[config.mk]
export PLATFORM = sky130hd
export DESIGN_NAME = pipe_hazard_ctrl
export DESIGN_NICKNAME = d
export VERILOG_FILES = /design/src/rtl/cpu_defs.sv /design/src/rtl/mdu_busy_timer.sv /design/src/rtl/pipe_hazard_ctrl.sv
export SDC_FILE = /design/constraint.sdc
export NUM_CORES = 1
export LEC_CHECK = 0
export BUFFER_PORTS_ARGS = -buffer_cell sky130_fd_sc_hd__buf_2
export CAP_MARGIN = 20
export CELL_PAD_IN_SITES_DETAIL_PLACEMENT = 0
export CELL_PAD_IN_SITES_GLOBAL_PLACEMENT = 2
export CORE_ASPECT_RATIO = 2
export CORE_UTILIZATION = 29
export DETAILED_ROUTE_END_ITERATION = 16
export PLACE_DENSITY = 0.78
export SLEW_MARGIN = 40
export SYNTH_ARGS = -nofsm -noshare
export SYNTH_HDL_FRONTEND = slang
export SYNTH_SLANG_ARGS = --single-unit
[constraint.sdc]
create_clock -name clk -period 2.4 [get_ports clk]
set_clock_uncertainty 0.2 [all_clocks]
set_input_delay 0.24 -clock clk [delete_from_list [all_inputs] [get_ports clk]]
set_output_delay 0.24 -clock clk [all_outputs]
set_load 0.02 [all_outputs]
[src/rtl/cpu_defs.sv]
// Shared definitions for the pipeline hazard controller: operand-use encoding,
// MDU state encoding, default MDU latencies and the per-source hazard compare.
package cpu_defs;

    localparam logic [1:0] TUSE_NONE = 2'd3;

    localparam int MULT_CYCLES_DEF = 5;
    localparam int DIV_CYCLES_DEF  = 10;

    typedef enum logic {
        MDU_IDLE = 1'b0,
        MDU_BUSY = 1'b1
    } mdu_state_e;

    // A source stalls when a younger producer will not have its value ready by the time D needs it.
    function automatic logic src_hazard(
        input logic [4:0] src,
        input logic [1:0] tuse,
        input logic [4:0] e_wa,
        input logic [1:0] e_tnew,
        input logic [4:0] m_wa,
        input logic [1:0] m_tnew
    );
        logic used;
        used = (tuse != TUSE_NONE) && (src != 5'd0);
        return used && (((src == e_wa) && (tuse < e_tnew)) ||
                        ((src == m_wa) && (tuse < m_tnew)));
    endfunction

endpackage

[src/rtl/mdu_busy_timer.sv]
// Busy window of the multi-cycle mult/div unit: a start in cycle t keeps busy
// high for exactly cycles t+1..t+N, where N depends on the operation.
module mdu_busy_timer
    import cpu_defs::*;
#(
    parameter int MULT_CYCLES = MULT_CYCLES_DEF,
    parameter int DIV_CYCLES  = DIV_CYCLES_DEF
) (
    input  logic clk,
    input  logic reset,
    input  logic start,
    input  logic is_div,
    output logic busy
);

    localparam int MAX_CYCLES = (DIV_CYCLES > MULT_CYCLES) ? DIV_CYCLES : MULT_CYCLES;
    localparam int CW         = $clog2(MAX_CYCLES + 1);

    localparam logic [CW-1:0] MULT_LEN = CW'(MULT_CYCLES);
    localparam logic [CW-1:0] DIV_LEN  = CW'(DIV_CYCLES);
    localparam logic [CW-1:0] ONE      = CW'(1);

    mdu_state_e     r_state;
    logic [CW-1:0]  r_cnt;
    logic           r_busy;

    // MDU state, remaining-cycle counter and registered busy flag; a new start always reloads.
    always_ff @(posedge clk or negedge reset) begin
        if (!reset) begin
            r_state <= MDU_IDLE;
            r_cnt   <= '0;
            r_busy  <= 1'b0;
        end else if (start) begin
            r_state <= MDU_BUSY;
            r_cnt   <= is_div ? DIV_LEN : MULT_LEN;
            r_busy  <= 1'b1;
        end else begin
            case (r_state)
                MDU_BUSY: begin
                    if (r_cnt <= ONE) begin
                        r_state <= MDU_IDLE;
                        r_cnt   <= '0;
                        r_busy  <= 1'b0;
                    end else begin
                        r_state <= MDU_BUSY;
                        r_cnt   <= r_cnt - ONE;
                        r_busy  <= 1'b1;
                    end
                end
                MDU_IDLE: begin
                    r_state <= MDU_IDLE;
                    r_cnt   <= '0;
                    r_busy  <= 1'b0;
                end
                default: begin
                    r_state <= MDU_IDLE;
                    r_cnt   <= '0;
                    r_busy  <= 1'b0;
                end
            endcase
        end
    end

    assign busy = r_busy;

endmodule

[src/rtl/pipe_hazard_ctrl.sv]
// Central stall controller for the 5-stage pipeline: register and MDU hazard
// detection driving PC/F-D hold and D/E bubble, plus a saturating stall counter.
module pipe_hazard_ctrl
    import cpu_defs::*;
#(
    parameter int MULT_CYCLES = MULT_CYCLES_DEF,
    parameter int DIV_CYCLES  = DIV_CYCLES_DEF,
    parameter int CNT_W       = 32
) (
    input  logic             clk,
    input  logic             reset,
    input  logic [4:0]       d_rs,
    input  logic [4:0]       d_rt,
    input  logic [1:0]       d_tuse_rs,
    input  logic [1:0]       d_tuse_rt,
    input  logic             d_md_use,
    input  logic [4:0]       e_wa,
    input  logic [1:0]       e_tnew,
    input  logic [4:0]       m_wa,
    input  logic [1:0]       m_tnew,
    input  logic             e_md_start,
    input  logic             e_md_is_div,
    output logic             pc_en,
    output logic             fd_en,
    output logic             de_flush,
    output logic             md_busy,
    output logic [CNT_W-1:0] stall_cnt
);

    localparam logic [CNT_W-1:0] CNT_MAX = {CNT_W{1'b1}};
    localparam logic [CNT_W-1:0] CNT_ONE = CNT_W'(1);

    logic             w_hz_rs;
    logic             w_hz_rt;
    logic             w_hz_md;
    logic             w_stall;
    logic             w_md_busy;
    logic [CNT_W-1:0] r_stall_cnt;

    mdu_busy_timer #(
        .MULT_CYCLES (MULT_CYCLES),
        .DIV_CYCLES  (DIV_CYCLES)
    ) u_mdu_timer (
        .clk    (clk),
        .reset  (reset),
        .start  (e_md_start),
        .is_div (e_md_is_div),
        .busy   (w_md_busy)
    );

    // Same-cycle hazard detection; the MDU result is not ready while starting or busy.
    always_comb begin
        w_hz_rs = src_hazard(d_rs, d_tuse_rs, e_wa, e_tnew, m_wa, m_tnew);
        w_hz_rt = src_hazard(d_rt, d_tuse_rt, e_wa, e_tnew, m_wa, m_tnew);
        w_hz_md = d_md_use & (e_md_start | w_md_busy);
        w_stall = w_hz_rs | w_hz_rt | w_hz_md;
    end

    // Stall-cycle counter, held at all-ones once full.
    always_ff @(posedge clk or negedge reset) begin
        if (!reset) begin
            r_stall_cnt <= '0;
        end else if (w_stall && (r_stall_cnt != CNT_MAX)) begin
            r_stall_cnt <= r_stall_cnt + CNT_ONE;
        end else begin
            r_stall_cnt <= r_stall_cnt;
        end
    end

    assign pc_en     = ~w_stall;
    assign fd_en     = ~w_stall;
    assign de_flush  = w_stall;
    assign md_busy   = w_md_busy;
    assign stall_cnt = r_stall_cnt;

endmodule

* After elaboration in Yosys (flattened, before gate mapping)
Cells that the tools add are included.
** Operators by class
- Order comparisons :: 5
- Multiply operators :: 0
- Divide/modulo/power cells :: 0
- Add/sub/neg operators :: 2
- Shift-type cells :: 0
- Bitwise logic cells :: 6
- Reductions and logical operators :: 13
- Equal/unequal tests :: 7
- Mux-type cells :: 7
** Operators by type and width (count)
- $add 32x1->32 const B :: 1
- $ne 32x32->1 const B :: 1
- $eq 5x5->1 :: 4
- $mux 4 :: 3
- $reduce_bool 5->1 :: 2
- $logic_and 1x1->1 :: 9
- $lt 2x2->1 :: 4
- $pmux 4 s2 :: 1
- $le 4x1->1 const B :: 1
- $ne 2x2->1 const B :: 2
- $sub 4x1->4 const B :: 1
- $or 1x1->1 :: 3
- $logic_or 1x1->1 :: 2
- $mux 1 :: 2
- $not 1->1 :: 2
- $pmux 1 s2 :: 1
- $and 1x1->1 :: 1
** Word-level totals
- Latch bits :: 0
- Word-level logic and storage cells :: 43
- Memories :: 0
- Memory bits (writable) :: 0
- Bits in read-only memories :: 0
- Register bits after elaboration :: 37

* Depth between registers and ports, before layout
- Depth after elaboration :: 7
- Gate-level depth with buffers :: 9

* Modules after synthesis
A second synthesis with hierarchy kept.
** Second synthesis, totals
- Cell total of the unflattened synthesis :: 220
- Area, all modules :: 2188.3 um^2
** By module, submodules not included
- pipe_hazard_ctrl :: instances 1, cells each 196, area each 1943.1 um^2
- mdu_busy_timer :: instances 1, cells each 24, area each 245.2 um^2

* Least setup slack after synthesis
OpenSTA, ideal clock, no wires.
- Path kind :: reg2reg
- From :: reg r_stall_cnt[0] (netlist: stall_cnt[0])
- To :: reg r_stall_cnt[29] (netlist: stall_cnt[29])
- Setup time :: 0.134 ns
- Setup slack :: -0.080 ns
- Stages on the path, launching flop included :: 9
- Arrival :: 2.146 ns
- Cells stage by stage :: dfrtp_1 -> ha_1 -> nand3_1 -> nor3_2 -> nand4_2 -> nor2_4 -> buf_4 -> nor4_2 -> xor2_1
** On the way
- Cells in the longest elaborated chain, start to end :: 2
- Elaborated cells on any way between the ends :: 3
- Those cells by class :: 1 x add/sub; 1 x eq/ne; 1 x reduce/logical
** RTL lines
- start, declared :: line pipe_hazard_ctrl.sv:38 : logic [CNT_W-1:0] r_stall_cnt;
- start signal, assigned :: line pipe_hazard_ctrl.sv:64 : r_stall_cnt <= r_stall_cnt + CNT_ONE;
- start signal, assigned :: line pipe_hazard_ctrl.sv:66 : r_stall_cnt <= r_stall_cnt;
- parallel branches: the longest is 2 deep, another holds $add 32x1->32
Parallel ways; which one is timed is not known.
A chain may end at the register's enable or synchronous reset.

* Worst setup path after layout
- From :: in m_wa[3]
- To :: reg r_stall_cnt[30] (netlist: stall_cnt[30])
** On the way
- Cells in the longest elaborated chain, start to end :: 7
- Elaborated cells on any way between the ends :: 11
- Those cells by class :: 2 x eq/ne; 2 x bitwise; 7 x reduce/logical
** RTL lines
- start, declared :: line pipe_hazard_ctrl.sv:19 : input logic [4:0] m_wa,
- $eq 5x5->1 :: line cpu_defs.sv:27 : ((src == m_wa) && (tuse < m_tnew)));
- $logic_and 1x1->1 :: line cpu_defs.sv:27
- $logic_or 1x1->1 :: line cpu_defs.sv:26 : return used && (((src == e_wa) && (tuse < e_tnew)) ||
- $logic_and 1x1->1 :: line cpu_defs.sv:26
- $or 1x1->1 (*) (2 in a row) :: line pipe_hazard_ctrl.sv:56 : w_stall = w_hz_rs | w_hz_rt | w_hz_md;
- $logic_and 1x1->1 (*) :: line pipe_hazard_ctrl.sv:63 : end else if (w_stall && (r_stall_cnt != CNT_MAX)) begin
Every way passes the cells marked *; elsewhere a longest branch is shown, timed or not.

==> out/metrics.yaml <==
run_status:
  status: "complete, no violations"
clock_tree:
  insertion_delay_ps: 280
  cts_buffers: 5
  cts_tree: "yes"
  h-tree-depth: 2
  cts_max_path_buffers: 2
  cts_num_sinks: 37
  clkTransAtPathRegs_ps: 60
  cts_root_buffer: "clkbuf_16"
global_routing:
  grt-ovfl-total: 0
  antenna_found_initial: 0
  grt_pass1_wl_mm: 9.65
  globalRouteMet1Util_pct: 14.7
  grt_max_degree: 38
  grt_use_met2_pct: 29.6
  grt_usage_pct: 15.1
  grt.busiest_layer: "met2"
  grtUsageMet3_pct: 2.93
  grt_pass1_vias: 2087
setup_path:
  critPathKind: "primary input to flop"
  cpLargestDelayFamily: "simple AND/OR/NAND/NOR gates"
  worstPathMaxFanout: 6
  crit_top_cell: "buf_4"
  endpoint_kind: "flop"
  cp_data_arrival_time_ps: 2300
  cp_cell_sequence: "buf_2 -> buf_4 -> xor2_1 -> nor4_2 -> nand4_1 -> a221oi_4 -> nor3_4 -> buf_4 -> nor4b_2 -> mux2_1"
  timing.rr.start: "stall_cnt[11]"
  crit_start: "m_wa[3]"
  worst-path-buf-inv: 3
  slowest_stage: "a221oi_4"
  max_stage_delay_ps: 350
  critical_path_required_ps: 2370
  start_kind: "primary input"
timing:
  fmax_mhz: 428
  setup_slack_ps: 63.2
  setup_viol: 0
  fin_crit_sh_pct: 97.4
  slew_headroom_pct: 67.4
  rsz0062_at_grt: "true"
  min_period_ps: 2340
  drv_slew: 0
  hold_ws_ps: 4.61
  hold_violations: 0
  tightest_slew_ps: 488
yosys:
  synth_simple_gate_area_share_pct: 28.3
  synthMuxAreaShare_pct: 1.45
  synth_edf_count: 0
  synthAdderAreaFrac_pct: 3.76
  synth_area_leaders: "dfrtp_1 40%, xor2_1 16%, nor4_2 5.4%"
  yosysTopAreaCellShare_pct: 39.8
  synth_xor_area_share_pct: 19.2
  async_flop_share_pct: 100
  yosysWarnings: 0
  synth_cell_type_count: 35
  synth_flop_cell: "dfrtp_1"
  seq_area_frac_synth_pct: 39.8
  synth_seq_cells: 37
  synthCells: 221
  syn_area_mm2: 0.00233
  synth_area_per_cell_um2: 10.5
  synth_top_family_by_area: "simple AND/OR/NAND/NOR gates"
  synth_nets: 261
  synth_top_area_cell: "dfrtp_1"
  synth-compound-area-share_pct: 3.87
floorplan:
  rows: 45
  initial_core_util_pct: 30.4
  die_x_um: 65.3
  dieArea_mm2: 0.00841
  coreArea_mm2: 0.00766
  die_y_um: 129
  ioPinCount: 69
detailed_routing:
  ant_nets: 0
  vias: 1995
  drtIter0Drc: 90
  drc: 0
  dr.pass1.iters: 4
  post_drt_wl_per_cell_um: 14.3
  routed_wl_mm: 6.02
  viasPerCell: 4.74
pwr:
  leakagePower_nw: 1.59
  power_density_mw_per_mm2: 704
  ir_worst_vdd_mv: 0.268
final_layout:
  fillers: 790
  final_common_cell: "buf_2"
  drive_above_1_share_pct: 41.3
  layoutNonFillerInstCount: 421
  area_delta_synth_final_pct: 40.0
  mostFrequentLayoutCells: "67 x buf_2, 42 x xor2_1, 37 x dfrtp_1, 34 x buf_4"
  antenna_cells: 0
  nNetsFinal: 366
  final_util_pct: 42.5
placed_design:
  portBuffers: 68
  gp_congestion: 0.794
  place_ws_ps: -154
  dp_hpwl_mm: 4.75
  dp_cells: 409
flow_run:
  max_cap_violations: 0
min_path:
  hp-start: "e_md_is_div"
  worstHoldPathType: "primary input to flop"
==> what timing repair did <==
action	CTS	global route
setup endpoints to repair	1	5
pin swaps	1	2
hold buffers	1	0
buffers inserted	0	3
cloned	0	0
gates resized for setup	0	5
endpoints found under the hold margin	37	0
==> flip-flops by register name (all words and copies together) (netlist names) <==
| name | count |
|---|---|
| stall_cnt | 32 |
| u_mdu_timer.r_cnt | 4 |
| u_mdu_timer.r_state | 1 |
==> layout make-up <==
class / instances / area, um^2 / area share (%)
multi-input cells: 169 / 1370 / 42.0
inverters: 9 / 33.8 / 1.04
clock inverters: 1 / 30.0 / 0.922
repair buffers: 104 / 641 / 19.7
flip-flops and latches: 37 / 926 / 28.4
clock buffers: 7 / 143 / 4.38
well taps: 94 / 118 / 3.61
==> worst reg2reg max path: stages, from the launching register on <==
cell,delay [ps]
dfrtp_1,390
nand3_1,140
nor2_1,170
and4_1,270
nand4_2,250
nor2_4,290
nor2_1,90
mux2_1,310
==> where the power goes <==
group | leakage (nW) | switching [mW] | total [mW] | internal [mW]
clock network | 0.0841 | 0.252 | 0.771 | 0.519
registers | 0.465 | 0.114 | 0.852 | 0.737
logic | 1.04 | 0.386 | 0.672 | 0.287
==> per-stage QoR <==
step	power [mW]	cell area (um^2)	setup TNS, ps
global route	2.41	3260	-32.6
CTS	2.31	3190	0
floorplan	1.24	2330	0
finish	2.30	3260	0
detailed placement	1.53	3010	-1810
global placement	1.52	3010	-1270
==> cell usage after synthesis (3+ instances only) <==
cell type / instances
xor2_1: 42
dfrtp_1: 37
nand2_1: 12
nand3_1: 12
nor3_1: 12
nor2_1: 11
nor4_2: 10
inv_1: 9
o21ai_0: 9
xnor2_1: 9
ha_1: 7
nand4_1: 6
and3_1: 5
nor3b_1: 4
nor4b_2: 4
buf_4: 3
nand2b_1: 3
nor4_1: 3
==> logic make-up (layout without fill, tap and decap cells) <==
group | Yosys count | after routing
mux | 3 | 3
buf+inv | 15 | 121
compound gates | 13 | 13
flops | 37 | 37
simple gates | 95 | 95
fa+ha+maj | 7 | 7
xor+xnor | 51 | 51
==> routing by layer <==
metal	part of all wire (%)	routed length [um]
met1	37	2210
met2	57	3420
met3	4.4	265
met4	2.1	127
met5	0	0
==> worst paths after layout <==
check                           slack (ps)                   end  cells past startpoint
min in group asynchronous              260         stall_cnt[26]                      2
worst max-delay path                    60         stall_cnt[30]                     10
worst min-delay path                     5  u_mdu_timer.r_cnt[3]                      3
worst max register to register         170          stall_cnt[1]                      7
worst min register to register         280         stall_cnt[12]                      1
max in group asynchronous             1390          stall_cnt[9]                      2
Note: power is estimated with default switching activity, not from simulation.
